### config.mk
export PLATFORM = sky130hd
export DESIGN_NAME = fetch_queue
export DESIGN_NICKNAME = d
export VERILOG_FILES = /design/src/rtl/fetch_pkg.sv /design/src/rtl/fetch_fifo.sv /design/src/rtl/fetch_queue.sv
export SDC_FILE = /design/constraint.sdc
export NUM_CORES = 1
export LEC_CHECK = 0
export ABC_AREA = 1
export CORE_UTILIZATION = 50
export CTS_CLUSTER_DIAMETER = 80
export DETAILED_ROUTE_END_ITERATION = 16
export DONT_BUFFER_PORTS = 1
export GPL_TIMING_DRIVEN = 0
export PLACE_DENSITY = 0.62
export SYNTH_ARGS = -nofsm -noshare
export SYNTH_HDL_FRONTEND = slang
export SYNTH_SLANG_ARGS = --single-unit
### constraint.sdc
create_clock -name clk -period 5.27 [get_ports clk]
set_input_delay 1.054 -clock clk [delete_from_list [all_inputs] [get_ports clk]]
set_output_delay 1.054 -clock clk [all_outputs]
set_load 0.005 [all_outputs]
### src/rtl/fetch_pkg.sv
// Shared widths, the Decode NOP encoding and the prefetch-queue entry layout
// for the instruction-fetch front end.
package fetch_pkg;

  localparam int unsigned INSTR_W = 32;
  localparam int unsigned ADDR_W  = 32;

  // DLX "nop": SPECIAL opcode 0x00 with funct 0x15.
  localparam logic [INSTR_W-1:0] NOP_WORD = 32'h0000_0015;

  typedef struct packed {
    logic [INSTR_W-1:0] instr;
    logic [ADDR_W-1:0]  pc_plus_four;
  } fq_entry_t;

  function automatic logic [ADDR_W-1:0] next_pc(input logic [ADDR_W-1:0] pc);
    return pc + ADDR_W'(4);
  endfunction

endpackage

### src/rtl/fetch_fifo.sv
// Circular buffer with push, pop, synchronous flush, occupancy count and
// combinational head. Depth need not be a power of two.
module fetch_fifo #(
  parameter int unsigned DEPTH = 4,
  parameter int unsigned WIDTH = 32
) (
  input  logic                       clk_i,
  input  logic                       rst_ni,
  input  logic                       push_i,
  input  logic                       pop_i,
  input  logic                       flush_i,
  input  logic [WIDTH-1:0]           data_i,
  output logic [WIDTH-1:0]           head_o,
  output logic [$clog2(DEPTH+1)-1:0] count_o
);

  localparam int unsigned PTR_W = (DEPTH > 1) ? $clog2(DEPTH) : 1;
  localparam int unsigned CNT_W = $clog2(DEPTH + 1);

  logic [WIDTH-1:0] mem_q [DEPTH];
  logic [PTR_W-1:0] rd_ptr_q, rd_ptr_d;
  logic [PTR_W-1:0] wr_ptr_q, wr_ptr_d;
  logic [CNT_W-1:0] count_q, count_d;
  logic             empty, full, do_push, do_pop;

  function automatic logic [PTR_W-1:0] wrap_inc(input logic [PTR_W-1:0] p);
    return (p == PTR_W'(DEPTH - 1)) ? '0 : p + PTR_W'(1);
  endfunction

  assign empty   = (count_q == '0);
  assign full    = (count_q == CNT_W'(DEPTH));
  assign do_pop  = pop_i & ~empty;
  // A full buffer may still accept a push in the same cycle as a pop.
  assign do_push = push_i & (~full | do_pop);

  always_comb begin
    rd_ptr_d = rd_ptr_q;
    wr_ptr_d = wr_ptr_q;
    count_d  = count_q;
    if (flush_i) begin
      rd_ptr_d = '0;
      wr_ptr_d = '0;
      count_d  = '0;
    end else begin
      if (do_push) wr_ptr_d = wrap_inc(wr_ptr_q);
      if (do_pop)  rd_ptr_d = wrap_inc(rd_ptr_q);
      if (do_push && !do_pop)      count_d = count_q + CNT_W'(1);
      else if (!do_push && do_pop) count_d = count_q - CNT_W'(1);
    end
  end

  always_ff @(posedge clk_i or negedge rst_ni) begin
    if (!rst_ni) begin
      rd_ptr_q <= '0;
      wr_ptr_q <= '0;
      count_q  <= '0;
    end else begin
      rd_ptr_q <= rd_ptr_d;
      wr_ptr_q <= wr_ptr_d;
      count_q  <= count_d;
    end
  end

  always_ff @(posedge clk_i) begin
    if (do_push && !flush_i) mem_q[wr_ptr_q] <= data_i;
  end

  assign head_o  = mem_q[rd_ptr_q];
  assign count_o = count_q;

endmodule

### src/rtl/fetch_queue.sv
// Instruction-fetch front end: PC, pipelined imem requests under a credit
// limit, prefetch queue towards Decode, redirect squash and bubble NOP mux.
module fetch_queue
  import fetch_pkg::*;
#(
  parameter int unsigned       DEPTH           = 4,
  parameter int unsigned       MAX_OUTSTANDING = 2,
  parameter logic [ADDR_W-1:0] InitAddress     = '0
) (
  input  logic                       clk,
  input  logic                       reset,
  output logic                       imem_req_valid,
  input  logic                       imem_req_ready,
  output logic [ADDR_W-1:0]          imem_req_addr,
  input  logic                       imem_rsp_valid,
  input  logic [INSTR_W-1:0]         imem_rsp_data,
  input  logic                       redirect,
  input  logic [ADDR_W-1:0]          redirect_target,
  input  logic                       bubble,
  output logic                       dec_valid,
  input  logic                       dec_ready,
  output logic [INSTR_W-1:0]         dec_instr,
  output logic [ADDR_W-1:0]          dec_pc_plus_four,
  output logic [$clog2(DEPTH+1)-1:0] occupancy
);

  localparam int unsigned CNT_W = $clog2(DEPTH + 1);
  localparam int unsigned OUT_W = $clog2(MAX_OUTSTANDING + 1);

  logic [ADDR_W-1:0] pc_q, pc_d;
  logic [OUT_W-1:0]  out_q, out_d;
  logic [OUT_W-1:0]  drop_q, drop_d;

  logic [CNT_W-1:0]  q_count;
  logic [OUT_W-1:0]  tag_count;
  logic [ADDR_W-1:0] tag_head;
  fq_entry_t         q_head, q_wdata;

  logic credit_ok, req_fire, rsp_stale, rsp_keep, q_nonempty, dec_pop;

  // Credits count both queued words and reads still in flight, so every
  // accepted request is guaranteed a queue slot when its word returns.
  assign credit_ok = ((32'(q_count) + 32'(out_q)) < 32'(DEPTH)) &&
                     (32'(out_q) < 32'(MAX_OUTSTANDING));
  assign imem_req_valid = reset & credit_ok & ~redirect;
  assign imem_req_addr  = pc_q;
  assign req_fire       = imem_req_valid & imem_req_ready;

  // Stale words never touch the tag FIFO: it was flushed together with the
  // queue, so it only holds tags of post-redirect requests.
  assign rsp_stale = imem_rsp_valid & (drop_q != '0);
  assign rsp_keep  = imem_rsp_valid & (drop_q == '0) & (tag_count != '0);

  assign q_wdata = '{instr: imem_rsp_data, pc_plus_four: tag_head};

  always_comb begin
    pc_d = pc_q;
    if (redirect)      pc_d = redirect_target;
    else if (req_fire) pc_d = next_pc(pc_q);
  end

  always_comb begin
    out_d = out_q;
    if (req_fire)       out_d = out_d + OUT_W'(1);
    if (imem_rsp_valid) out_d = out_d - OUT_W'(1);
  end

  // No request fires during a redirect, so out_d is exactly the set of reads
  // left in flight, all of which now belong to the old path.
  always_comb begin
    drop_d = drop_q;
    if (redirect)       drop_d = out_d;
    else if (rsp_stale) drop_d = drop_q - OUT_W'(1);
  end

  always_ff @(posedge clk or negedge reset) begin
    if (!reset) begin
      pc_q   <= InitAddress;
      out_q  <= '0;
      drop_q <= '0;
    end else begin
      pc_q   <= pc_d;
      out_q  <= out_d;
      drop_q <= drop_d;
    end
  end

  fetch_fifo #(
    .DEPTH (MAX_OUTSTANDING),
    .WIDTH (ADDR_W)
  ) u_tag_fifo (
    .clk_i   (clk),
    .rst_ni  (reset),
    .push_i  (req_fire),
    .pop_i   (rsp_keep),
    .flush_i (redirect),
    .data_i  (next_pc(pc_q)),
    .head_o  (tag_head),
    .count_o (tag_count)
  );

  fetch_fifo #(
    .DEPTH ($bits(fq_entry_t) > 0 ? DEPTH : DEPTH),
    .WIDTH ($bits(fq_entry_t))
  ) u_prefetch_q (
    .clk_i   (clk),
    .rst_ni  (reset),
    .push_i  (rsp_keep),
    .pop_i   (dec_pop),
    .flush_i (redirect),
    .data_i  (q_wdata),
    .head_o  (q_head),
    .count_o (q_count)
  );

  assign q_nonempty = (q_count != '0);
  assign dec_valid  = q_nonempty | bubble;
  assign dec_pop    = q_nonempty & dec_ready & ~bubble & ~redirect;
  assign occupancy  = q_count;

  always_comb begin
    dec_instr        = NOP_WORD;
    dec_pc_plus_four = '0;
    if (q_nonempty) begin
      dec_pc_plus_four = q_head.pc_plus_four;
      if (!bubble) dec_instr = q_head.instr;
    end
  end

endmodule

; Word level (Yosys, flattened, before mapping)
; Memories as Yosys holds them, arrays and structs flattened.
; Cells that the tools add are included.
[op_classes]
add_sub_neg = 13
n_mul = 0
div_mod_pow = 0
order_cmp = 2
eq_ne = 4
shift = 0
n_mux = 31
bitwise = 22
reduce_logical = 26
[ops]
columns = operator, n
row1 = $mux 32, 5
row2 = $add 32x3->32 const B, 1
row3 = $mux 2, 13
row4 = $reduce_bool 2->1, 8
row5 = $and 1x1->1, 13
row6 = $mux 1, 10
row7 = $mux 3, 3
row8 = $reduce_bool 3->1, 3
row9 = $add 2x1->2 const B, 4
row10 = $logic_and 1x1->1, 7
row11 = $eq 2x2->1 const B, 3
row12 = $not 1->1, 6
row13 = $sub 2x1->2 const B, 3
row14 = $logic_not 1->1, 5
row15 = $add 3x2->4, 1
row16 = $logic_not 2->1, 2
row17 = $lt 4x3->1 const B, 1
row18 = $add 3x1->3 const B, 1
row19 = $eq 3x3->1 const B, 1
row20 = $logic_not 3->1, 1
row21 = $or 1x1->1, 3
row22 = $sub 3x1->3 const B, 1
row23 = $add 1x1->1 const B, 2
row24 = $lt 2x2->1 const B, 1
[word_totals]
regBits = 47
latchBits = 0
ramBits = 320
romBits = 0
inputBits = 71
output_inout_bits = 101
wordCells = 109
memories = 2
[memory_table]
columns = name, depth, width, rd, rd_ports_with_merged_regs, write_ports, line_no
row1 = u_prefetch_q.mem_q, 4, 64, 1, 0, 1, fetch_fifo.sv:20  ; logic [WIDTH-1:0] mem_q [DEPTH];
row2 = u_tag_fifo.mem_q, 2, 32, 1, 0, 1, fetch_fifo.sv:20

; Depth between registers and ports, before layout
; Gate-level depths: netlist of the first run.
[depth]
ltp_word = 12
depth_mapped = 13

; Modules after synthesis
; A second synthesis of the first run with hierarchy kept.
[unflattened]
hier_cells = 1433
hier_area_um2 = 15845.2
[by_module_without_submodules]
columns = mod, n_inst, cells_each, area_per_inst_um2, seq_area_each_um2
row1 = fetch_fifo at u_prefetch_q, 1, 690, 10003.3, 7862.5
row2 = fetch_queue, 1, 539, 3270.6, 900.9
row3 = fetch_fifo at u_tag_fifo, 1, 204, 2571.2, 2021.9

; Worst setup path before layout of the first run
; No wires, ideal clock.
[synth_path]
path_kind = input to register
startpoint = input redirect
endpoint = memory u_prefetch_q.mem_q[0][0] (netlist name), enable pin
setup_ns = 0.487
arrival_ns = 4.505
slack_ns = 0.278
path_stages = 6
path_cell_list = inv_1 clkbuf_1 nand3_1 nand2_1 nand3_1 nor2_1
[synth_between]
elab_chain_len = 8
[synth_rtl]
columns = item, line_no
row1 = "start, declared", fetch_queue.sv:17  ; input logic redirect,
row2 = $not 1->1, fetch_queue.sv:118  ; assign dec_pop = q_nonempty & dec_ready & ~bubble & ~redirect;
row3 = $and 1x1->1, fetch_queue.sv:118
row4 = $and 1x1->1, fetch_fifo.sv:32  ; assign do_pop = pop_i & ~empty;
row5 = $or 1x1->1, fetch_fifo.sv:34  ; assign do_push = push_i & (~full | do_pop);
row6 = $and 1x1->1, fetch_fifo.sv:34
row7 = $logic_and 1x1->1 *, fetch_fifo.sv:65  ; if (do_push && !flush_i) mem_q[wr_ptr_q] <= data_i;
row8 = $mux 1 *, fetch_fifo.sv:65
row9 = $mux 1 (implied by the code) *, fetch_fifo.sv:65
row10 = "end, declared", fetch_fifo.sv:20
; Mark *: on every way between the ends. The rest lies on a longest branch, timed or not.

; Worst setup path after layout of the first run
[layout_path]
startpoint = register u_prefetch_q.count_q[0] (netlist: u_prefetch_q.count_o[0])
endpoint = output dec_instr[26]
[layout_between]
elab_chain_len = 2
[layout_rtl]
columns = item, line_no
row1 = "start, declared", fetch_fifo.sv:23  ; logic [CNT_W-1:0] count_q, count_d;
row2 = "start signal, assigned", fetch_fifo.sv:60  ; count_q <= count_d;
row3 = $reduce_bool 3->1, fetch_queue.sv:116  ; assign q_nonempty = (q_count != '0);
row4 = $mux 32, fetch_queue.sv:124  ; if (q_nonempty) begin
row5 = "end, declared", fetch_queue.sv:22  ; output logic [INSTR_W-1:0] dec_instr,
; No other way between the ends.

==> run_results.csv, run 1 <==
group,metric,value,unit
synth,syn-instance-count,1330,
floorplanning,rows,64,
sta,relSlewSlack,0.388,
cells_and_area,fin_cells,1803,
sta,period_needed,3.56,ns
place,dp_hpwl,23800,um
synth,ys_seq_area_frac,0.698,
cells_and_area,area_growth,12.7,%
floorplanning,die_x,178,um
cells_and_area,final_common_cell,"edfxtp_1",
worst_setup_path,critPathArrivalTime,2.51,ns
synth,synth_nets,1410,
routing,wl_per_cell,19.3,um
clock_network,clk_pin_slew_worst_paths,0.06,ns
pwr,p_leak,6.25,nW
clock_network,cts_sinks,367,
job,max_cap_violations,0,
cells_and_area,drive_gt1_frac,0.108,
synth,yosysUniqueCellTypes,39,
clock_network,clk_latency,0.51,ns
synth,synth-simple-area-share,0.153,
sta,timing.final.ws_setup,1.71,ns
sta,fin_skew,0.0169,ns
synth,synth.avg_cell_area,11.6,um2
worst_setup_path,reg2reg_to,"u_prefetch_q.mem_q[2][17]",
place,dp_cells,1734,
sta,period_share,0.676,
pwr,irDropWorstVdd,0.231,mV
global_route,grt_pass1_wl,53300,um
cells_and_area,nFillCells,2539,
global_route,grt_overflow,0,
cells_and_area,nets,1459,
clock_network,cts_tree,"yes",
pwr,power_switching,0.00167,W
sta,hold_ws,0.238,ns
sta,rsz0062_at_grt,"false",
floorplanning,die_y,178,um
sta,setup_violations,0,
global_route,antenna_found_initial,0,
sta,drv_slew,0,
global_route,grt_pass1_vias,9519,
place,portBuffers,0,
pwr,switching_share,0.246,
synth,synth_fa_ha_area_frac,0.00777,
pwr,comb_power_share,0.107,
clock_network,numCtsBuffers,39,
place,pre_cts_ws,1.20,ns
routing,dr.pass1.iters,5,
synth,yosys.area_share.xor_xnor,0.0124,
worst_setup_path,crit_fanout,10,
clock_network,clk_path_buf_depth,3,
cells_and_area,diodes,0,
hold_path,holdCritPathClass,"primary input to asynchronous set/reset pin",
place,placed_cell_area,0.0162,mm2
clock_network,cts_root_buf,"clkbuf_16",
clock_network,cts_resized,0,
pwr,power.density,388,mW/mm2
synth,synth_top_family_by_area,"simple AND/OR/NAND/NOR gates",
sta,hold_viol,0,
routing,vias_per_cell,5.38,
outcome,status,"finished, final reports clean",
worst_setup_path,r2r_cells,8,
routing,dr_total_vias,9709,
clock_network,h-tree-depth,2,
global_route,grt.total_usage,0.224,
routing,drtIter0Drc,651,
cells_and_area,final_cell_mix,"320 x edfxtp_1, 280 x nor2_1, 182 x nand2_1",
cells_and_area,final_area,0.0174,mm2
cells_and_area,layout.area.seq,0.0108,mm2
worst_setup_path,startpoint_type,"register",
clock_network,postCtsSetupRepairBufs,0,
worst_setup_path,r2r_slack,2.14,ns
synth,synth_compound_area_frac,0.0735,
floorplanning,die_area,0.0316,mm2
floorplanning,start_util,0.507,
synth,ys_warn_count,0,
sta,fmax,0.281,GHz
global_route,grt_max_degree,49,
worst_setup_path,setup.worst_path.start,"u_prefetch_q.count_o[0]",
cells_and_area,multi_input_area,0.00421,mm2
worst_setup_path,r2r-start,"u_prefetch_q.count_o[0]",
clock_network,cts_hold_buffers,0,
routing,drc_errors,0,
pwr,intPower,0.00509,W
synth,ys_seq_elements,367,
worst_setup_path,setup.worst_path.class,"register to output pin",
pwr,p_seq_frac,0.501,
floorplanning,io_pins,172,
place,gp_congestion,0.851,
sta,tightest_slew,0.916,ns
synth,synthMuxAreaShare,0.0233,
worst_setup_path,cp-end-kind,"output pin",
pwr,power.share.clock,0.393,
routing,ant_nets,0,
routing,routed_wl,34800,um
floorplanning,core_area,0.0305,mm2
synth,synth.cell_area,0.0155,mm2
worst_setup_path,crit_path_end,"dec_instr[26]",
worst_setup_path,cp.required,4.22,ns
[layout make-up]
cell class | count | share of cell area
clock buffer | 55 | 0.0636
tap | 396 | 0.0284
inverter | 58 | 0.0125
multi-input combinational | 839 | 0.242
clock inverter | 14 | 0.00812
timing repair buffer | 8 | 0.0101
buffer | 66 | 0.0163
sequential | 367 | 0.619
[Yosys cell counts, drive strengths merged]
cell type,n,area [um2]
buf,36,171
dfrtp,47,1180
inv,58,218
nand4,13,87.6
nor2,294,1150
clkbuf,30,113
nand2,186,718
ha,8,100
o211ai,12,90.1
edfxtp,320,9610
and2,3,18.8
nand3,41,235
o21ai,140,701
xnor2,4,35.0
nand3b,3,22.5
and3,2,12.5
o21bai,1,7.51
nor3,12,92.6
xor2,17,156
a31oi,2,12.5
or2,3,18.8
mux2,32,360
a21oi,65,325
fa,1,20.0
[stage by stage]
step                power, W  utilization  setup TNS, ns
floorplan            0.00391            -              0
global placement     0.00415        0.523        -609.46
detailed placement   0.00417        0.530              0
CTS                  0.00682        0.571              0
global route         0.00704        0.571              0
finish               0.00676        0.571              0
[state kept, by name, summed over array words and instances (netlist names)]
name / cells
u_prefetch_q.mem_q: 256
u_tag_fifo.mem_q: 64
imem_req_addr: 32
u_prefetch_q.count_o: 3
drop_q: 2
out_q: 2
u_prefetch_q.rd_ptr_q: 2
u_prefetch_q.wr_ptr_q: 2
u_tag_fifo.count_o: 2
u_tag_fifo.rd_ptr_q: 1
u_tag_fifo.wr_ptr_q: 1
[worst min path at each step]
stage,start,endpoint,slack (ns),depth (start not counted)
after floorplan,imem_req_addr[0],u_tag_fifo.mem_q[0][0],0.47,0
after global placement,u_tag_fifo.wr_ptr_q,u_tag_fifo.wr_ptr_q,0.50,1
after detailed placement,imem_req_addr[0],u_tag_fifo.mem_q[0][0],0.56,0
after CTS,reset,u_prefetch_q.rd_ptr_q[0],0.21,0
after global routing,reset,u_prefetch_q.rd_ptr_q[0],0.21,0
final,reset,imem_req_addr[12],0.24,0
[critical path, cell delays in order, from the launching register on]
cell,delay (ns)
dfrtp_1,0.48
nor3_4,0.54
nor2_4,0.10
inv_1,0.15
buf_2,0.30
buf_2,0.31
a21oi_1,0.11
[layer usage]
| layer | global-route usage | routed length (um) | part of all wire | vias up |
|---|---|---|---|---|
| met5 | 0 | 0 | 0 | - |
| met4 | 0.0613 | 771 | 0.022 | 0 |
| met3 | 0.0476 | 2510 | 0.072 | 49 |
| met2 | 0.373 | 16700 | 0.48 | 304 |
| met1 | 0.295 | 14800 | 0.43 | 4643 |
| li1 | - | - | - | 4713 |
[cells by family after synthesis]
logic type      count (synthesis)
compound gates                220
xor+xnor                       21
fa+ha+maj                       9
buf+inv                       124
flops                         367
mux                            32
simple gates                  557
[power by group through the flow]
stage	Combinational, W	Clock, W	Sequential [W]
after global routing	0.000809	0.00283	0.00340
after floorplan	0.000496	0	0.00341
after CTS	0.000731	0.00271	0.00338
after global placement	0.000710	0	0.00344
final	0.000720	0.00266	0.00338
after detailed placement	0.000727	0	0.00344
No activity file was read; power rests on OpenSTA's default activity.
==> inputs of run 2 (changes only) <==
- PLACE_DENSITY: 0.62 -> 0.65
- clock period: 5.27 -> 3.08 ns (I/O delays scaled with it)
==> run 2 against run 1 <==
  * Via count up 2.7%
  * Non-clock buffer count up 5
  * Register-to-register slack lost 1.9 ns
  * Clock skew increased by 0.0018 ns
  * Final cell count is 0.33% higher
  * Critical path depth is 2 lower
  * Clock-buffer cell count down 3
  * Clock power increased by 65%
  * Largest cell class unchanged
  * Die area unchanged
  * First-iteration DRC count up 35%
  * Sequential cell count unchanged
==> run_results.csv, run 2 (synthesis results as in run 1) <==
group,metric,value,unit
routing,top_layer,"met4",
floorplanning,io_pins,172,
routing,drc_errors,0,
sta,setup_violations,0,
clock_network,clk_pin_slew_worst_paths,0.06,ns
floorplanning,die_area,0.0316,mm2
routing,met3_length,2660,um
cells_and_area,largest_reg_flops,256,
sta,fin_skew,0.0187,ns
routing,wl_per_cell,19.5,um
cells_and_area,area_growth,12.8,%
place,portBuffers,0,
clock_network,cts_sinks,367,
pwr,power.total,0.0115,W
clock_network,cts_tree,"yes",
sta,rsz0062_at_grt,"false",
worst_setup_path,critPathArrivalTime,2.41,ns
clock_network,clk_latency,0.51,ns
sta,period_needed,3.03,ns
pwr,p_leak,6.27,nW
global_route,grt_pass1_wl,53200,um
place,placed_cell_area,0.0162,mm2
sta,hold_viol,0,
routing,met2_length,16600,um
sta,tightest_slew,0.924,ns
cells_and_area,final_area,0.0174,mm2
clock_network,h-tree-depth,2,
pwr,irDropWorstVdd,0.442,mV
routing,dr_total_vias,9969,
job,max_cap_violations,0,
cells_and_area,drive_gt1_frac,0.114,
clock_network,cts_root_buf,"clkbuf_16",
cells_and_area,nFillCells,2497,
routing,routed_wl,35300,um
worst_setup_path,cp.required,2.46,ns
cells_and_area,diodes,0,
routing,ant_nets,0,
hold_path,holdCritPathClass,"primary input to register",
global_route,grt_max_degree,48,
routing,wl_met1,15200,um
global_route,grt_overflow,0,
worst_setup_path,cp-end-kind,"output pin",
floorplanning,die_x,178,um
global_route,grt_pass1_vias,9399,
sta,relSlewSlack,0.383,
place,gp_congestion,0.847,
sta,fmax,0.330,GHz
floorplanning,die_y,178,um
cells_and_area,final_cell_mix,"320 x edfxtp_1, 280 x nor2_1, 182 x nand2_1",
cells_and_area,top_register,"u_prefetch_q.mem_q",
pwr,power.density,657,mW/mm2
cells_and_area,final_common_cell,"edfxtp_1",
cells_and_area,nets,1464,
routing,dr.pass1.iters,5,
floorplanning,start_util,0.507,
outcome,status,"finished, final reports clean",
place,dp_hpwl,23400,um
floorplanning,rows,64,
sta,period_share,0.983,
worst_setup_path,crit_fanout,10,
clock_network,numCtsBuffers,38,
global_route,antenna_found_initial,0,
global_route,grt.total_usage,0.225,
worst_setup_path,startpoint_type,"register",
clock_network,clk_path_buf_depth,3,
sta,drv_slew,0,
routing,vias_per_cell,5.51,
routing,drtIter0Drc,878,
sta,hold_ws,0.188,ns
worst_setup_path,setup.worst_path.class,"register to output pin",
floorplanning,core_area,0.0305,mm2
-- run 2: cell count changes in the layout (fill, tap and decap cells not counted), moves of 2 or more --
cell       before  now
clkinv_1        5    3
clkinv_4        0    3
buf_4           2    6
clkbuf_8        3    0
clkbuf_2        0    2
clkbuf_16      41   39
clkinv_2        5    7
-- run 2: metrics by stage --
stage / cells / TNS (ns) / setup slack, ns / utilization
after floorplan: 1330 / -118.68 / -0.464 / -
after CTS: 1810 / 0 / 0.00976 / 0.572
after global placement: 1726 / -593.12 / -2.37 / 0.523
final: 1809 / 0 / 0.0516 / 0.572
after detailed placement: 1734 / -75.82 / -0.583 / 0.530
after global routing: 1809 / 0 / 0.00354 / 0.572
-- run 2: path summary, 6_finish.rpt --
| check | startpoint | to | slack, ns | cells after the start |
|---|---|---|---|---|
| max | u_prefetch_q.count_o[1] | dec_valid | 0.05 | 4 |
| min | imem_rsp_data[21] | u_prefetch_q.mem_q[0][53] | 0.19 | 0 |
| max reg2reg | u_prefetch_q.count_o[0] | u_prefetch_q.mem_q[0][14] | 0.20 | 7 |
| min reg2reg | u_prefetch_q.wr_ptr_q[1] | u_prefetch_q.wr_ptr_q[1] | 0.58 | 2 |
| max in group asynchronous | reset | u_tag_fifo.rd_ptr_q | 2.21 | 2 |
| min in group asynchronous | reset | imem_req_addr[11] | 0.62 | 2 |
-- run 2: final cells by class --
cell class / count / area (um2) / area share
buffer: 65 / 285 / 0.0164
clock buffer: 52 / 1020 / 0.0588
clock inverter: 17 / 171 / 0.00983
inverter: 58 / 218 / 0.0125
multi-input combinational: 840 / 4220 / 0.242
sequential: 367 / 10800 / 0.618
tap: 396 / 495 / 0.0284
timing repair buffer: 14 / 235 / 0.0135
-- run 2: critical path, stage by stage, from the launching register on --
cell and delay, ns:
dfrtp_1 0.47, nor3_4 0.41, buf_4 0.23, clkbuf_1 0.55, nand2_1 0.24
-- run 2: what timing repair did --
| action | in CTS | in global routing |
|---|---|---|
| hold buffers | 2 | 0 |
| gates cloned | 1 | 0 |
| pin swaps | 4 | 1 |
| resized for setup | 1 | 5 |
| hold endpoints to repair | 47 | 0 |
| endpoints found under the setup margin | 81 | 42 |
| buffers inserted | 4 | 0 |
-- run 2: per-layer routing --
| layer | global-route usage | vias up |
|---|---|---|
| li1 | - | 4733 |
| met1 | 0.304 | 4824 |
| met2 | 0.363 | 359 |
| met3 | 0.0482 | 53 |
| met4 | 0.0694 | 0 |
| met5 | 0 | - |
-- run 2: power breakdown --
part           leakage [nW]  internal (W)  total [W]  switching, W
logic                  2.22      0.000362    0.00127      0.000911
clock network         0.587       0.00260    0.00439       0.00180
registers              3.47       0.00561    0.00579      0.000177
total                  6.27       0.00857     0.0115       0.00289
